## src/rtl/serial_add_ctrl.sv

```systemverilog
`default_nettype none
// ============================================================================
//  Module      : serial_add_ctrl
//  Description : Sequencer for an external bit-serial adder. Latches the
//                operands, strobes load/shift, captures sum and carry-out,
//                and presents them on a valid/ready result port.
//  Revision    : 1.0  initial release
// ============================================================================
module serial_add_ctrl #(
    parameter int WIDTH = 8
) (
    input  logic             clk,
    input  logic             rst_n,
    input  logic             start,
    input  logic [WIDTH-1:0] op_a,
    input  logic [WIDTH-1:0] op_b,
    input  logic             op_cin,
    output logic             busy,
    output logic             result_valid,
    input  logic             result_ready,
    output logic [WIDTH-1:0] result_sum,
    output logic             result_cout,
    output logic             add_load,
    output logic             add_rst_shift,
    output logic             add_rst_ff,
    output logic             add_sipo_load,
    output logic [WIDTH-1:0] add_a,
    output logic [WIDTH-1:0] add_b,
    output logic             add_cin,
    input  logic [WIDTH-1:0] add_sum,
    input  logic             add_cout
);

    localparam int c_CNT_W = $clog2(WIDTH) + 1;
    localparam logic [c_CNT_W-1:0] c_CNT_LAST = c_CNT_W'(WIDTH - 1);
    localparam logic [c_CNT_W-1:0] c_CNT_ONE  = c_CNT_W'(1);

    localparam logic [2:0] c_ST_IDLE    = 3'd0;
    localparam logic [2:0] c_ST_LOAD    = 3'd1;
    localparam logic [2:0] c_ST_SHIFT   = 3'd2;
    localparam logic [2:0] c_ST_CAPTURE = 3'd3;
    localparam logic [2:0] c_ST_DONE    = 3'd4;

    logic [2:0]         r_state;
    logic [2:0]         w_next_state;
    logic [c_CNT_W-1:0] r_count;
    logic               r_carry;
    logic [WIDTH-1:0]   r_a;
    logic [WIDTH-1:0]   r_b;
    logic               r_cin;
    logic [WIDTH-1:0]   r_sum;
    logic               r_cout;
    logic               w_accept;
    logic               w_last_shift;

    assign w_accept     = (r_state == c_ST_IDLE) && start;
    assign w_last_shift = (r_state == c_ST_SHIFT) && (r_count == c_CNT_LAST);

    // ------------------------------------------------------------------
    // State register
    // ------------------------------------------------------------------
    always_ff @(posedge clk or negedge rst_n) begin
        if (!rst_n) begin
            r_state <= c_ST_IDLE;
        end else begin
            r_state <= w_next_state;
        end
    end

    // ------------------------------------------------------------------
    // Next-state logic
    // ------------------------------------------------------------------
    always_comb begin
        w_next_state = r_state;
        case (r_state)
            c_ST_IDLE: begin
                if (start) begin
                    w_next_state = c_ST_LOAD;
                end
            end
            c_ST_LOAD: begin
                w_next_state = c_ST_SHIFT;
            end
            c_ST_SHIFT: begin
                if (r_count == c_CNT_LAST) begin
                    w_next_state = c_ST_CAPTURE;
                end
            end
            c_ST_CAPTURE: begin
                w_next_state = c_ST_DONE;
            end
            c_ST_DONE: begin
                // Always return through IDLE so a start seen here is dropped.
                if (result_ready) begin
                    w_next_state = c_ST_IDLE;
                end
            end
            default: begin
                w_next_state = c_ST_IDLE;
            end
        endcase
    end

    // ------------------------------------------------------------------
    // Output decode (pure function of the state register)
    // ------------------------------------------------------------------
    always_comb begin
        busy          = 1'b0;
        result_valid  = 1'b0;
        add_load      = 1'b0;
        add_rst_ff    = 1'b0;
        add_rst_shift = 1'b0;
        add_sipo_load = 1'b0;
        case (r_state)
            c_ST_IDLE: begin
                add_rst_shift = 1'b1;
            end
            c_ST_LOAD: begin
                busy       = 1'b1;
                add_load   = 1'b1;
                add_rst_ff = 1'b1;
            end
            c_ST_SHIFT: begin
                busy          = 1'b1;
                add_sipo_load = 1'b1;
            end
            c_ST_CAPTURE: begin
                busy = 1'b1;
            end
            c_ST_DONE: begin
                result_valid = 1'b1;
            end
            default: begin
                add_rst_shift = 1'b1;
            end
        endcase
    end

    // ------------------------------------------------------------------
    // Operand latch, shift counter and result capture
    // ------------------------------------------------------------------
    always_ff @(posedge clk or negedge rst_n) begin
        if (!rst_n) begin
            r_a     <= '0;
            r_b     <= '0;
            r_cin   <= 1'b0;
            r_count <= '0;
            r_carry <= 1'b0;
            r_sum   <= '0;
            r_cout  <= 1'b0;
        end else begin
            if (w_accept) begin
                r_a   <= op_a;
                r_b   <= op_b;
                r_cin <= op_cin;
            end
            if (r_state == c_ST_LOAD) begin
                r_count <= '0;
            end else if (r_state == c_ST_SHIFT) begin
                r_count <= r_count + c_CNT_ONE;
            end
            // The adder's carry-out is that of the bit being added, so the
            // final carry is only visible during the last shift cycle.
            if (w_last_shift) begin
                r_carry <= add_cout;
            end
            if (r_state == c_ST_CAPTURE) begin
                r_sum  <= add_sum;
                r_cout <= r_carry;
            end
        end
    end

    assign add_a       = r_a;
    assign add_b       = r_b;
    assign add_cin     = r_cin;
    assign result_sum  = r_sum;
    assign result_cout = r_cout;

`ifndef SYNTHESIS
    a_busy_valid_excl : assert property (@(posedge clk) disable iff (!rst_n)
        !(busy && result_valid));

    a_count_in_range : assert property (@(posedge clk) disable iff (!rst_n)
        (r_state == c_ST_SHIFT) |-> (r_count < c_CNT_W'(WIDTH)));

    a_result_hold : assert property (@(posedge clk) disable iff (!rst_n)
        (result_valid && !result_ready) |=>
            (result_valid && $stable(result_sum) && $stable(result_cout)));

    a_state_legal : assert property (@(posedge clk) disable iff (!rst_n)
        (r_state <= c_ST_DONE));
`endif

endmodule
`default_nettype wire

```

## config.mk

```make
export PLATFORM = sky130hd
export DESIGN_NAME = serial_add_ctrl
export DESIGN_NICKNAME = d
export VERILOG_FILES = /design/src/rtl/serial_add_ctrl.sv
export SDC_FILE = /design/constraint.sdc
export NUM_CORES = 1
export LEC_CHECK = 0
export ABC_CLOCK_PERIOD_IN_PS = 2600
export CORE_UTILIZATION = 44
export CTS_CLUSTER_SIZE = 30
export DETAILED_ROUTE_END_ITERATION = 16
export HOLD_SLACK_MARGIN = 0.08
export PLACE_DENSITY = 0.83
export SLEW_MARGIN = 20
export SYNTH_ARGS = -nofsm -noshare
export SYNTH_HDL_FRONTEND = slang
export SYNTH_SLANG_ARGS = --single-unit
```

## constraint.sdc

```tcl
create_clock -name clk -period 2.6 [get_ports clk]
set_clock_uncertainty 0.2 [all_clocks]
set_input_delay 0.26 -clock clk [delete_from_list [all_inputs] [get_ports clk]]
set_output_delay 0.26 -clock clk [all_outputs]
set_load 0.01 [all_outputs]
```

==> run metrics, run 1 <==
Setup crit start kind=flop; min Tclk post-route=2.45 ns; FF-to-FF setup slack=about 0.87 ns; Tcrit/Tclk final=a little over nine tenths; DIE WIDTH=58.3 um; first-pass GRT wire length=4540 um; most frequent cell after synthesis=dfrtp_1; clk root buf=clkbuf_4; IO Count=between 60 and 70; critical path's top delay family=buffers and inverters; HPWL Detailed=2170 um; CTS resizes=0; critical path class=reg -> out; worst skew pair latency=about 0.32 ns; Starting Density=46.1%; Reg-to-Reg End=add_a[0]$_DFFE_PN0P_; post-CTS setup buffers=0; crit path cell chain=or3b_2 > inv_1 > clkdlybuf4s50_1; H-tree levels=2; maximum clock frequency=409 MHz; Yosys reg bits=34; maxcap violations=0; Synth area leaders=dfrtp_1 61%, mux2_2 22%, nor4b_4 1.7%; end of the critical path=add_load; Post-Synthesis Cells=95; Most used DFF post-synth=dfrtp_1; TNS Setup=0 ns; Reg clk slew, reported paths=0.10 ns; DR WL/cell=13.8 um; Layout area overhead=50.5%; nets=192; drt total wl=between 2000 and 3000 um; clock tree buffer depth=2; DR vias=just under 1,000; DR pass1 iterations=4; critical path data arrival time=about 2 ns; worst slew pin tran=0.488 ns; ys async rst share=100%; Yosys top cell by area=dfrtp_1; Rows=20; Critical Path Sink Type=output port; min-delay worst type=in -> async; DR iter-0 viols=25; maximum vdd drop=0.000618 V; CTS tree=yes; Die Footprint=3400 um2; vias per cell=roughly 4.7; status=complete, no violations; Synth Cell Area=1400 um2; Pwr Total=0.00252 W; Critical-path top delay cell=or3b_2; power per standard cell area=1200 nW/um2; Die Ht=58.3 um; ant diodes=0; GRT Residual Overflow=0; Post-synth EDFFs=0; Seq/Total Area, Yosys=60.9%; Worst R2R Start=r_state[1]$_DFFE_PN0P_; antenna-violating nets left=0; Worst slew margin=approximately two thirds; layout cells sized above 1=24.1%; # DRC=0; gr usage total=18.4%; number of port buffers=61; placer congestion estimate=0.736; setup violators final=0; Mapped Nets=126; Critical Path Max Stage Delay=0.53 ns; required time worst endpoint=2.14 ns; CTS Sinks=34; reg2reg path depth=3; Hold Vio Cnt, Final=0; Yosys warning count=0; CTS Buf Count=5; CP Launch Point=r_state[0]$_DFFE_PN0P_; area share of the largest cell type after synthesis=60.9%; leakage power=~0.9 nW; vias in the first global route=1,045; syn_area_per_cell=14.7 um2; Slew Viols, Final=0; Critical Path Fanout Max=6; Levels on crit path=3; core area=roughly 3000 um2; Crit path buffers/inverters=2; Yosys cell types=22; largest net degree at the start of global routing=35; unrepaired setup endpoints after global routing=no; initial antenna violation count=0; hold_buf cts=0; most instantiated cells after synthesis=34 x dfrtp_1, 27 x mux2_2, 5 x nand2_1
[cells in the final DEF (no fill, tap or decap), types with 2 or more instances in the layout]
| cell | count |
|---|---|
| clkdlybuf4s50_1 | 61 |
| dfrtp_1 | 34 |
| mux2_2 | 27 |
| nand2_1 | 5 |
| clkbuf_4 | 5 |
| inv_1 | 3 |
| nor2_1 | 3 |
| a21oi_1 | 3 |
| nand4b_1 | 2 |
| nand2b_1 | 2 |
| o21ai_0 | 2 |
| buf_4 | 2 |
[metrics by stage]
step	instances	hold slack, ns	utilization, %	setup WS, ns	cell area [um2]
after global placement	198	0.280	67.4	0.548	2040
after detailed placement	198	0.294	67.4	0.505	2040
after CTS	206	0.133	69.4	0.124	2100
after floorplan	95	-0.236	-	0.822	1400
final	206	0.128	69.4	0.152	2100
after global routing	206	0.151	69.4	0.0306	2100
[worst min-delay path by stage]
stage,start,endpoint,depth (start not counted)
3_3_place_gp,r_count[0]$_DFFE_PN0P_,r_count[0]$_DFFE_PN0P_,1
6_report,rst_n,result_sum[2]$_DFFE_PN0P_,2
3_5_place_dp,result_sum[0]$_DFFE_PN0P_,result_sum[0]$_DFFE_PN0P_,1
2_1_floorplan,rst_n,add_a[0]$_DFFE_PN0P_,0
5_1_grt,rst_n,r_count[0]$_DFFE_PN0P_,2
4_1_cts,rst_n,result_sum[4]$_DFFE_PN0P_,2
[sequential cells by signal, summed over array words and instances, names as in the netlist]
name	cells
add_b	8
r_state	3
result_sum	8
add_cin	1
r_carry	1
result_cout	1
r_count	4
add_a	8
[cells by family (layout without fill, tap and decap cells)]
logic type	count (synthesis)	in the layout	synth area share, %
AO/OA/AOI/OAI	7	7	2.87
XOR/XNOR	1	1	0.627
adder cells (fa/ha/maj)	1	1	0.896
buffers and inverters	7	74	3.32
flip-flops	34	34	60.9
multiplexers	28	28	22.5
AND/OR/NAND/NOR	17	17	8.87
[power breakdown]
part / total [W] / internal, W / switching, W / leakage, nW
logic: 0.00124 / 0.000786 / 0.000457 / 0.451
registers: 0.000983 / 0.000794 / 0.000189 / 0.404
clock network: 0.000298 / 0.000131 / 0.000167 / 0.0353
total: 0.00252 / 0.00171 / 0.000813 / 0.890
[metal layers]
metal / track usage [%] / wire, um / vias to the layer above
met5: 0 / 0 / -
met4: 6.12 / 0 / 0
met3: 7.03 / 131 / 0
met2: 34.5 / 1660 / 29
met1: 18.6 / 1060 / 473
li1: - / - / 465
[final cells by class]
type	count	area (um2)
timing repair buffer	63	626
tap	44	55.1
fill	230	926
inverter	3	11.3
multi-input combinational	54	499
sequential	34	851
clock inverter	1	5.00
clock buffer	7	55.1
Note: power is estimated with default switching activity, not from simulation.
==> inputs of run 2 (changes only) <==
--- a/config.mk
+++ b/config.mk
@@ -11,7 +11,8 @@
 export DETAILED_ROUTE_END_ITERATION = 16
 export HOLD_SLACK_MARGIN = 0.08
 export PLACE_DENSITY = 0.83
-export SLEW_MARGIN = 20
+export SLEW_MARGIN = 30
 export SYNTH_ARGS = -nofsm -noshare
 export SYNTH_HDL_FRONTEND = slang
 export SYNTH_SLANG_ARGS = --single-unit
+export TNS_END_PERCENT = 20
==> results of run 2 <==
Final layout, timing and power as in run 1 (identical DEF).
